**config.mk**
```make
export PLATFORM = sky130hd
export DESIGN_NAME = sram_access_ctrl
export DESIGN_NICKNAME = d
export VERILOG_FILES = /design/src/rtl/sram_ctrl_pkg.sv /design/src/rtl/sram_wait_timer.sv /design/src/rtl/sram_access_ctrl.sv
export SDC_FILE = /design/constraint.sdc
export NUM_CORES = 1
export LEC_CHECK = 0
export BUFFER_PORTS_ARGS = -buffer_cell sky130_fd_sc_hd__buf_2
export CAP_MARGIN = 20
export CORE_MARGIN = 2
export CORE_UTILIZATION = 49
export DETAILED_ROUTE_END_ITERATION = 6
export PLACE_DENSITY = 0.82
export SLEW_MARGIN = 20
export SYNTH_ARGS = -nofsm -noshare
export SYNTH_HDL_FRONTEND = slang
export SYNTH_SLANG_ARGS = --single-unit
```
**constraint.sdc**
```tcl
create_clock -name Clk -period 2.45 [get_ports Clk]
set_input_delay 0.49 -clock Clk [delete_from_list [all_inputs] [get_ports Clk]]
set_output_delay 0.49 -clock Clk [all_outputs]
set_load 0.02 [all_outputs]
```
**src/rtl/sram_ctrl_pkg.sv**
```systemverilog
// sram_ctrl_pkg
// Shared definitions for the SRAM access sequencer:
//   - sram_state_e : sequencer states
//   - cnt_width()  : width of the wait-state down-counter for a given WAIT_CYCLES
//   - dw_ok() / wait_ok() : parameter legality checks used at elaboration
package sram_ctrl_pkg;

  typedef enum logic [2:0] {
    ST_IDLE   = 3'd0,
    ST_TURN   = 3'd1,
    ST_SETUP  = 3'd2,
    ST_ACCESS = 3'd3,
    ST_DONE   = 3'd4
  } sram_state_e;

  // The counter is loaded with WAIT_CYCLES-1, so it needs clog2(WAIT_CYCLES)
  // bits, but never fewer than one.
  function automatic int cnt_width(input int wait_cycles);
    return (wait_cycles <= 2) ? 1 : $clog2(wait_cycles);
  endfunction

  function automatic bit dw_ok(input int data_w);
    return (data_w >= 8) && (data_w % 8 == 0);
  endfunction

  function automatic bit wait_ok(input int wait_cycles);
    return wait_cycles >= 1;
  endfunction

endpackage

```
**src/rtl/sram_wait_timer.sv**
```systemverilog
// sram_wait_timer
// Loadable down-counter that times the strobe-active window of an access.
// Ports:
//   clk_i, rst_i   : clock, synchronous active-high reset
//   load_i         : load load_val_i (has priority over en_i)
//   en_i           : decrement by one while not already zero
//   load_val_i     : value to load
//   zero_o         : counter currently equals zero
module sram_wait_timer #(
  parameter int CNT_W = 1
) (
  input  logic             clk_i,
  input  logic             rst_i,
  input  logic             load_i,
  input  logic             en_i,
  input  logic [CNT_W-1:0] load_val_i,
  output logic             zero_o
);

  logic [CNT_W-1:0] cnt_q;

  always_ff @(posedge clk_i) begin
    if (rst_i) begin
      cnt_q <= '0;
    end else if (load_i) begin
      cnt_q <= load_val_i;
    end else if (en_i && (cnt_q != '0)) begin
      cnt_q <= cnt_q - 1'b1;
    end
  end

  assign zero_o = (cnt_q == '0);

endmodule

```
**src/rtl/sram_access_ctrl.sv**
```systemverilog
// sram_access_ctrl
// Sequences single-word read/write requests onto an asynchronous SRAM with
// WAIT_CYCLES strobe-active cycles, per-byte write enables and a one-cycle
// completion pulse. All SRAM-side outputs are registered.
// Optional feature macro: SRAM_CTRL_TURNAROUND_EN -- inserts one idle TURN
// cycle before a write that directly follows a completed read.
// Ports:
//   Clk, Reset                  : clock, synchronous active-high reset
//   req_valid/req_ready         : request handshake (ready only in IDLE)
//   req_we/addr/wdata/be        : request attributes (be ignored on reads)
//   resp_valid/resp_rdata       : completion pulse, last read data (held)
//   ADDR, Data_to_SRAM, Data_oe : address, write data, tristate enable
//   Data_from_SRAM              : read data from the tristate buffer
//   Mem_CE/OE/WE, Mem_BE        : active-low SRAM strobes and byte lanes
module sram_access_ctrl
  import sram_ctrl_pkg::*;
#(
  parameter int DATA_W      = 16,
  parameter int ADDR_W      = 20,
  parameter int WAIT_CYCLES = 2
) (
  input  logic                Clk,
  input  logic                Reset,
  input  logic                req_valid,
  output logic                req_ready,
  input  logic                req_we,
  input  logic [ADDR_W-1:0]   req_addr,
  input  logic [DATA_W-1:0]   req_wdata,
  input  logic [DATA_W/8-1:0] req_be,
  output logic                resp_valid,
  output logic [DATA_W-1:0]   resp_rdata,
  output logic [ADDR_W-1:0]   ADDR,
  output logic [DATA_W-1:0]   Data_to_SRAM,
  input  logic [DATA_W-1:0]   Data_from_SRAM,
  output logic                Data_oe,
  output logic                Mem_CE,
  output logic                Mem_OE,
  output logic                Mem_WE,
  output logic [DATA_W/8-1:0] Mem_BE
);

  localparam int BE_W  = DATA_W / 8;
  localparam int CNT_W = cnt_width(WAIT_CYCLES);

  if (!dw_ok(DATA_W)) begin : g_bad_data_w
    $error("sram_access_ctrl: DATA_W must be a positive multiple of 8");
  end
  if (!wait_ok(WAIT_CYCLES)) begin : g_bad_wait
    $error("sram_access_ctrl: WAIT_CYCLES must be at least 1");
  end

  sram_state_e       state_q;
  logic              ready_q, resp_valid_q, we_q;
  logic              doe_q, ce_q, oe_q, mwe_q;
  logic [BE_W-1:0]   be_q, mbe_q;
  logic [ADDR_W-1:0] addr_q;
  logic [DATA_W-1:0] wdata_q, rdata_q;
  logic              tmr_zero, go_turn;

  // SETUP strobes come straight from the request when entering from IDLE,
  // and from the latched copy when entering from TURN.
  logic              setup_we;
  logic [BE_W-1:0]   setup_be;
  assign setup_we = (state_q == ST_IDLE) ? req_we : we_q;
  assign setup_be = (state_q == ST_IDLE) ? req_be : be_q;

  sram_wait_timer #(.CNT_W(CNT_W)) u_timer (
    .clk_i      (Clk),
    .rst_i      (Reset),
    .load_i     (state_q == ST_SETUP),
    .en_i       (state_q == ST_ACCESS),
    .load_val_i (CNT_W'(WAIT_CYCLES - 1)),
    .zero_o     (tmr_zero)
  );

`ifdef SRAM_CTRL_TURNAROUND_EN
  logic last_was_read_q;
  always_ff @(posedge Clk) begin
    if (Reset) begin
      last_was_read_q <= 1'b0;
    end else if (state_q == ST_ACCESS && tmr_zero) begin
      last_was_read_q <= ~we_q;
    end
  end
  assign go_turn = req_we & last_was_read_q;
`else
  assign go_turn = 1'b0;
`endif

  always_ff @(posedge Clk) begin
    if (Reset) begin
      state_q      <= ST_IDLE;
      ready_q      <= 1'b1;
      resp_valid_q <= 1'b0;
      rdata_q      <= '0;
      addr_q       <= '0;
      wdata_q      <= '0;
      we_q         <= 1'b0;
      be_q         <= '0;
      doe_q        <= 1'b0;
      ce_q         <= 1'b1;
      oe_q         <= 1'b1;
      mwe_q        <= 1'b1;
      mbe_q        <= '1;
    end else begin
      resp_valid_q <= 1'b0;
      unique case (state_q)
        ST_IDLE: begin
          if (req_valid && ready_q) begin
            addr_q  <= req_addr;
            wdata_q <= req_wdata;
            we_q    <= req_we;
            be_q    <= req_be;
            ready_q <= 1'b0;
            if (go_turn) begin
              state_q <= ST_TURN;
            end else begin
              state_q <= ST_SETUP;
              ce_q    <= 1'b0;
              oe_q    <= setup_we;
              doe_q   <= setup_we;
              mbe_q   <= setup_we ? ~setup_be : '0;
            end
          end
        end
`ifdef SRAM_CTRL_TURNAROUND_EN
        ST_TURN: begin
          state_q <= ST_SETUP;
          ce_q    <= 1'b0;
          oe_q    <= setup_we;
          doe_q   <= setup_we;
          mbe_q   <= setup_we ? ~setup_be : '0;
        end
`endif
        ST_SETUP: begin
          state_q <= ST_ACCESS;
          mwe_q   <= ~we_q;
        end
        ST_ACCESS: begin
          if (tmr_zero) begin
            state_q      <= ST_DONE;
            resp_valid_q <= 1'b1;
            mwe_q        <= 1'b1;
            oe_q         <= 1'b1;
            // A write holds CE, lanes, data and address through DONE.
            if (!we_q) begin
              rdata_q <= Data_from_SRAM;
              ce_q    <= 1'b1;
              mbe_q   <= '1;
            end
          end
        end
        ST_DONE: begin
          state_q <= ST_IDLE;
          ready_q <= 1'b1;
          ce_q    <= 1'b1;
          oe_q    <= 1'b1;
          mwe_q   <= 1'b1;
          doe_q   <= 1'b0;
          mbe_q   <= '1;
        end
        default: begin
          state_q <= ST_IDLE;
          ready_q <= 1'b1;
        end
      endcase
    end
  end

  assign req_ready    = ready_q;
  assign resp_valid   = resp_valid_q;
  assign resp_rdata   = rdata_q;
  assign ADDR         = addr_q;
  assign Data_to_SRAM = wdata_q;
  assign Data_oe      = doe_q;
  assign Mem_CE       = ce_q;
  assign Mem_OE       = oe_q;
  assign Mem_WE       = mwe_q;
  assign Mem_BE       = mbe_q;

endmodule

```
; Yosys cells after proc, flatten, opt, wreduce, memory -nomap -nowiden
; Index checks and enable logic that the tools add are counted.
[word_totals]
output_inout_bits = 60
regBits = 67
inputBits = 58
elab_cells = 66
[classes]
n_eq_ne = 6
addsub = 1
n_reduce_logical = 17
muxes = 23
n_bitwise = 5
[op_table]
columns = op, n
row1 = $mux 2, 5
row2 = $reduce_and 2->1, 5
row3 = $mux 1, 9
row4 = $pmux 1 s3, 3
row5 = $pmux 3 s3, 1
row6 = $eq 3x2->1 const B, 2
row7 = $mux 3, 2
row8 = $pmux 2 s3, 1
row9 = $reduce_and 3->1, 2
row10 = $reduce_bool 3->1, 2
row11 = $ne 2x2->1 const B, 2
row12 = $not 1->1, 4
row13 = $pmux 1 s2, 2
row14 = $reduce_and 4->1, 1
row15 = $reduce_bool 2->1, 2
row16 = $reduce_or 2->1, 2
row17 = $eq 3x3->1 const B, 1
row18 = $logic_not 3->1, 1
row19 = $logic_and 1x1->1, 2
row20 = $ne 2x1->1 const B, 1
row21 = $not 2->2, 1
row22 = $sub 1x1->1 const B, 1

; Longest topological paths before layout
[depth]
depth_word = 6
mapped_depth = 7
mapped_depth_nobuf = 4

; By module
; Synthesis repeated with hierarchy kept, for this count alone.
[unflattened]
cells_unflattened = 309
hier_area_um2 = 2563.7
[modules_own_cells]
columns = mod, instances, seq_area_each_um2, cells_per_inst, area_per_inst_um2
row1 = sram_access_ctrl, 1, 1281.2, 305, 2516.2
row2 = sram_wait_timer, 1, 20.0, 4, 47.5

; Worst setup path before layout
; No wires, ideal clock.
[synth_path]
path_type = reg-to-reg
from = register u_timer.cnt_q
to = register rdata_q[0] (netlist: resp_rdata[0])
setup_ns = 0.132
arrival_time_ns = 1.289
period_less_slack_ns = 1.422
slack_ns = 1.028
required_ns = 2.318
n_path_buf = 2
path_stages_with_launch = 7
cell_sequence = dfxtp_1 -> nand4bb_1 -> or2_2 -> clkbuf_1 -> buf_2 -> nand2_1 -> a21oi_1
[synth_via]
elab_chain_len = 2
[synth_lines]
columns = item, line
row1 = from (decl), sram_wait_timer.sv:20  ; logic [CNT_W-1:0] cnt_q;
row2 = from (signal assigned), sram_wait_timer.sv:26  ; cnt_q <= load_val_i;
row3 = from (signal assigned), sram_wait_timer.sv:28  ; cnt_q <= cnt_q - 1'b1;
row4 = $not 1->1 (no source line), -
row5 = $reduce_and 3->1 (no source line), -
row6 = to (signal assigned), sram_access_ctrl.sv:147  ; rdata_q <= Data_from_SRAM;
row7 = to (decl), sram_access_ctrl.sv:57  ; logic [DATA_W-1:0] wdata_q, rdata_q;
; Every way passes these cells.
; A chain may end at the register's enable or synchronous reset.

; Worst setup path in the final report
[layout_path]
from = register state_q[2]
to = register rdata_q[8] (netlist: resp_rdata[8])
[layout_via]
elab_chain_len = 2
[layout_lines]
columns = item, line
row1 = from (decl), sram_access_ctrl.sv:52  ; sram_state_e state_q;
row2 = from (signal assigned), sram_access_ctrl.sv:92  ; state_q <= ST_IDLE;
row3 = from (signal assigned), sram_access_ctrl.sv:116  ; state_q <= ST_TURN;
row4 = from (signal assigned), sram_access_ctrl.sv:118  ; state_q <= ST_SETUP;
row5 = $eq 3x2->1, sram_access_ctrl.sv:107  ; unique case (state_q)
row6 = $reduce_and 3->1 (no source line), -
; Every way passes these cells.

==> reports/metrics.csv <==
metric,value,unit
status,finished clean,
p_sw_frac,0.285,
drive_above_1_share,0.318,
fin_setup_tns,0,ns
finalHoldViolCount,0,
pwr-share-seq,0.523,
clkTransAtPathRegs,0.07,ns
clockBufferDepth,2,
grt_pass1_vias,2143,
worstHoldStart,req_addr[14],
totalPowerFinal,2.32,mW
drc,0,
maxCapViolCount,0,
stdcell_count,488,
antenna_found_initial,0,
finish.utilization,0.667,
hp-class,in -> reg,
p_int,1.66,mW
htree_levels,3,
cts_hold_buf,0,
clock-sinks,67,
fin_crit_sh,0.789,
crit_type,reg -> reg,
synthDistinctLibCells,29,
grt_max_degree,55,
reg2reg_depth,4,
arrival,2.19,ns
num_vias,2367,
grt_use_total,0.218,
drtIter0Drc,116,
io_buffers,117,
drv_slew,0,
dp_hpwl,4.06,mm
worst_hold_path.num_cells,3,
gp_congestion,0.779,
synth_area,2460,µm²
clkPwrFrac,0.301,
worstSetupEndpointType,flop,
finalNetCount,478,
cts_resized,0,
rsz0062_at_grt,false,
gr-usage-met1,0.258,
clockRootBuffer,clkbuf_8,
syn_avg_cell_area,7.93,µm²
cts-buffers-inserted,9,
crit_fanout,16,
avgViaCountPerCell,4.85,
p_per_area,726,nW/µm²
worst_slew_margin_rel,0.345,
n_antenna_cell,0,
fin_crit,1.93,ns
initial_utilization,0.513,
clkLatencyLatePin,0.33,ns
post_cts_buffers,0,
overflow,0,
pin_count,118,
worstMarginPinSlew,0.979,ns
synthesis.nets,368,
grt_pass1_wl,9.24,mm
synth_seq_cells,67,
yosysWarnings,0,
place_inst,476,
fmax,517,MHz
crit_required,2.70,ns
r2r_end,resp_rdata[8]$_SDFFE_PP0P_,
core-area,4790,µm²
critPathLaunchType,flop,
synthCells,310,
use_met2,0.358,
wirelength,5.86,mm
r2r_slack,0.52,ns
ant_nets,0,
p_leak,1.46,nW
p_sw,0.661,mW
synthToLayoutAreaGrowth,30.0,%
synth-seq-area-share,0.546,
min_to,ADDR[14]$_SDFFE_PP0P_,
ir_drop,0.416,mV
cts_tree,built,
row_count,25,
hold_slack,0.392,ns
pwr-share-comb,0.176,
dr.pass1.iters,4,
r2r-start,state_q[2]$_SDFFE_PP0P_,
clock_skew,0.00499,ns
routedWlPerCell,12.0,µm
die_width,74.8,µm
die_area,5600,µm²
met3_usage,0.0495,
grt_busiest_layer,met2,
die_h,74.8,µm
setup_viol,0,
-- area by class of cell --
cell class / instances / area (µm²)
multi-input cells: 218 / 1010
well taps: 67 / 83.8
inverters: 4 / 15.0
clock inverters: 1 / 5.00
repair buffers: 120 / 608
fillers: 435 / 1590
clock buffers: 11 / 131
flip-flops and latches: 67 / 1340
-- worst max-delay path: stages (launching register included) --
cell,delay (ns)
dfxtp_1,0.46
nand4bb_1,0.32
nor2_1,0.79
nand2_1,0.12
a21oi_1,0.17
-- routing by layer --
metal / wire length (µm) / vias up / share of wire
li1: - / 1237 / -
met1: 2450 / 1055 / 0.42
met2: 3020 / 63 / 0.51
met3: 237 / 12 / 0.040
met4: 156 / 0 / 0.027
met5: 0 / - / 0
-- cells in the mapped netlist --
| cell | count | area share |
|---|---|---|
| inv_1 | 4 | 0.0061 |
| a21oi_1 | 64 | 0.13 |
| nor2b_1 | 2 | 0.0051 |
| and3b_1 | 1 | 0.0036 |
| or2_2 | 1 | 0.0025 |
| nand3_1 | 2 | 0.0041 |
| o21bai_1 | 1 | 0.0031 |
| nand2_1 | 116 | 0.18 |
| nor2_1 | 5 | 0.0076 |
| o21ai_0 | 3 | 0.0061 |
| nand2b_1 | 2 | 0.0051 |
| nor3_1 | 4 | 0.0081 |
| nor4_1 | 2 | 0.0051 |
| buf_6 | 1 | 0.0046 |
| nor3_2 | 2 | 0.0081 |
| a311oi_1 | 2 | 0.0071 |
| a221o_1 | 1 | 0.0041 |
| buf_2 | 6 | 0.012 |
| buf_4 | 1 | 0.0031 |
| buf_1 | 1 | 0.0015 |
| a21o_1 | 2 | 0.0061 |
| nand4bb_1 | 1 | 0.0046 |
| clkbuf_1 | 12 | 0.018 |
| dfxtp_1 | 67 | 0.55 |
| nand4_1 | 1 | 0.0025 |
| o22ai_1 | 2 | 0.0051 |
| nor3b_1 | 2 | 0.0061 |
| a211oi_1 | 1 | 0.0031 |
| or2_4 | 1 | 0.0036 |
-- state kept, by name, indices dropped and copies added, names as in the netlist, 2 cells and up --
name          count
ADDR             20
resp_rdata       16
state_q           3
be_q              2
Data_to_SRAM     16
Mem_BE            2
-- kinds of logic (layout without fill, tap and decap cells) --
| group | after synthesis | after routing | share of synthesized area |
|---|---|---|---|
| AO/OA/AOI/OAI | 76 | 76 | 0.165 |
| buffers and inverters | 25 | 136 | 0.0458 |
| flip-flops | 67 | 67 | 0.546 |
| AND/OR/NAND/NOR | 142 | 142 | 0.243 |
-- power by group through the flow --
| stage | combinational (mW) | clock [mW] | sequential, mW |
|---|---|---|---|
| 3_3_place_gp | 0.408 | 0 | 1.23 |
| 6_report | 0.409 | 0.698 | 1.21 |
| 5_1_grt | 0.457 | 0.753 | 1.22 |
| 2_1_floorplan | 0.196 | 0 | 1.30 |
| 4_1_cts | 0.413 | 0.716 | 1.21 |
| 3_5_place_dp | 0.412 | 0 | 1.23 |
-- per-stage QoR --
stage	setup slack (ns)	area (µm²)
5_1_grt	0.318	3190
3_3_place_gp	0.645	3060
3_5_place_dp	0.533	3060
6_report	0.517	3190
4_1_cts	0.509	3190
2_1_floorplan	1.03	2460
-- worst max-delay path by stage --
stage,to,depth (start not counted),startpoint
after floorplan,resp_rdata[0]$_SDFFE_PP0P_,6,u_timer.cnt_q$_SDFFE_PP0P_
after global placement,resp_rdata[3]$_SDFFE_PP0P_,4,state_q[2]$_SDFFE_PP0P_
after detailed placement,resp_rdata[8]$_SDFFE_PP0P_,4,state_q[2]$_SDFFE_PP0P_
after CTS,resp_rdata[8]$_SDFFE_PP0P_,4,state_q[2]$_SDFFE_PP0P_
after global routing,resp_rdata[11]$_SDFFE_PP0P_,4,state_q[2]$_SDFFE_PP0P_
final,resp_rdata[8]$_SDFFE_PP0P_,4,state_q[2]$_SDFFE_PP0P_
-- cell usage in the layout, fill, tap and decap left out --
| master | instances |
|---|---|
| buf_2 | 117 |
| nand2_1 | 116 |
| dfxtp_1 | 67 |
| a21oi_1 | 64 |
| clkbuf_8 | 9 |
| nor2_1 | 5 |
| inv_1 | 4 |
| nor3_1 | 4 |
| o21ai_0 | 3 |
| buf_4 | 3 |
| nor3b_1 | 2 |
| nor2b_1 | 2 |
| a311oi_1 | 2 |
| o22ai_1 | 2 |
| nand3_1 | 2 |
| a21o_1 | 2 |
| nand2b_1 | 2 |
| nor4_1 | 2 |
| clkbuf_1 | 2 |
| nand4bb_1 | 1 |
| or2_2 | 1 |
| nor3_2 | 1 |
| a221o_1 | 1 |
| or2_4 | 1 |
| nor3_4 | 1 |
| a211oi_1 | 1 |
| and3b_1 | 1 |
| o21bai_1 | 1 |
| nand4_1 | 1 |
| clkinv_2 | 1 |
(Power assumes the default switching activity.)
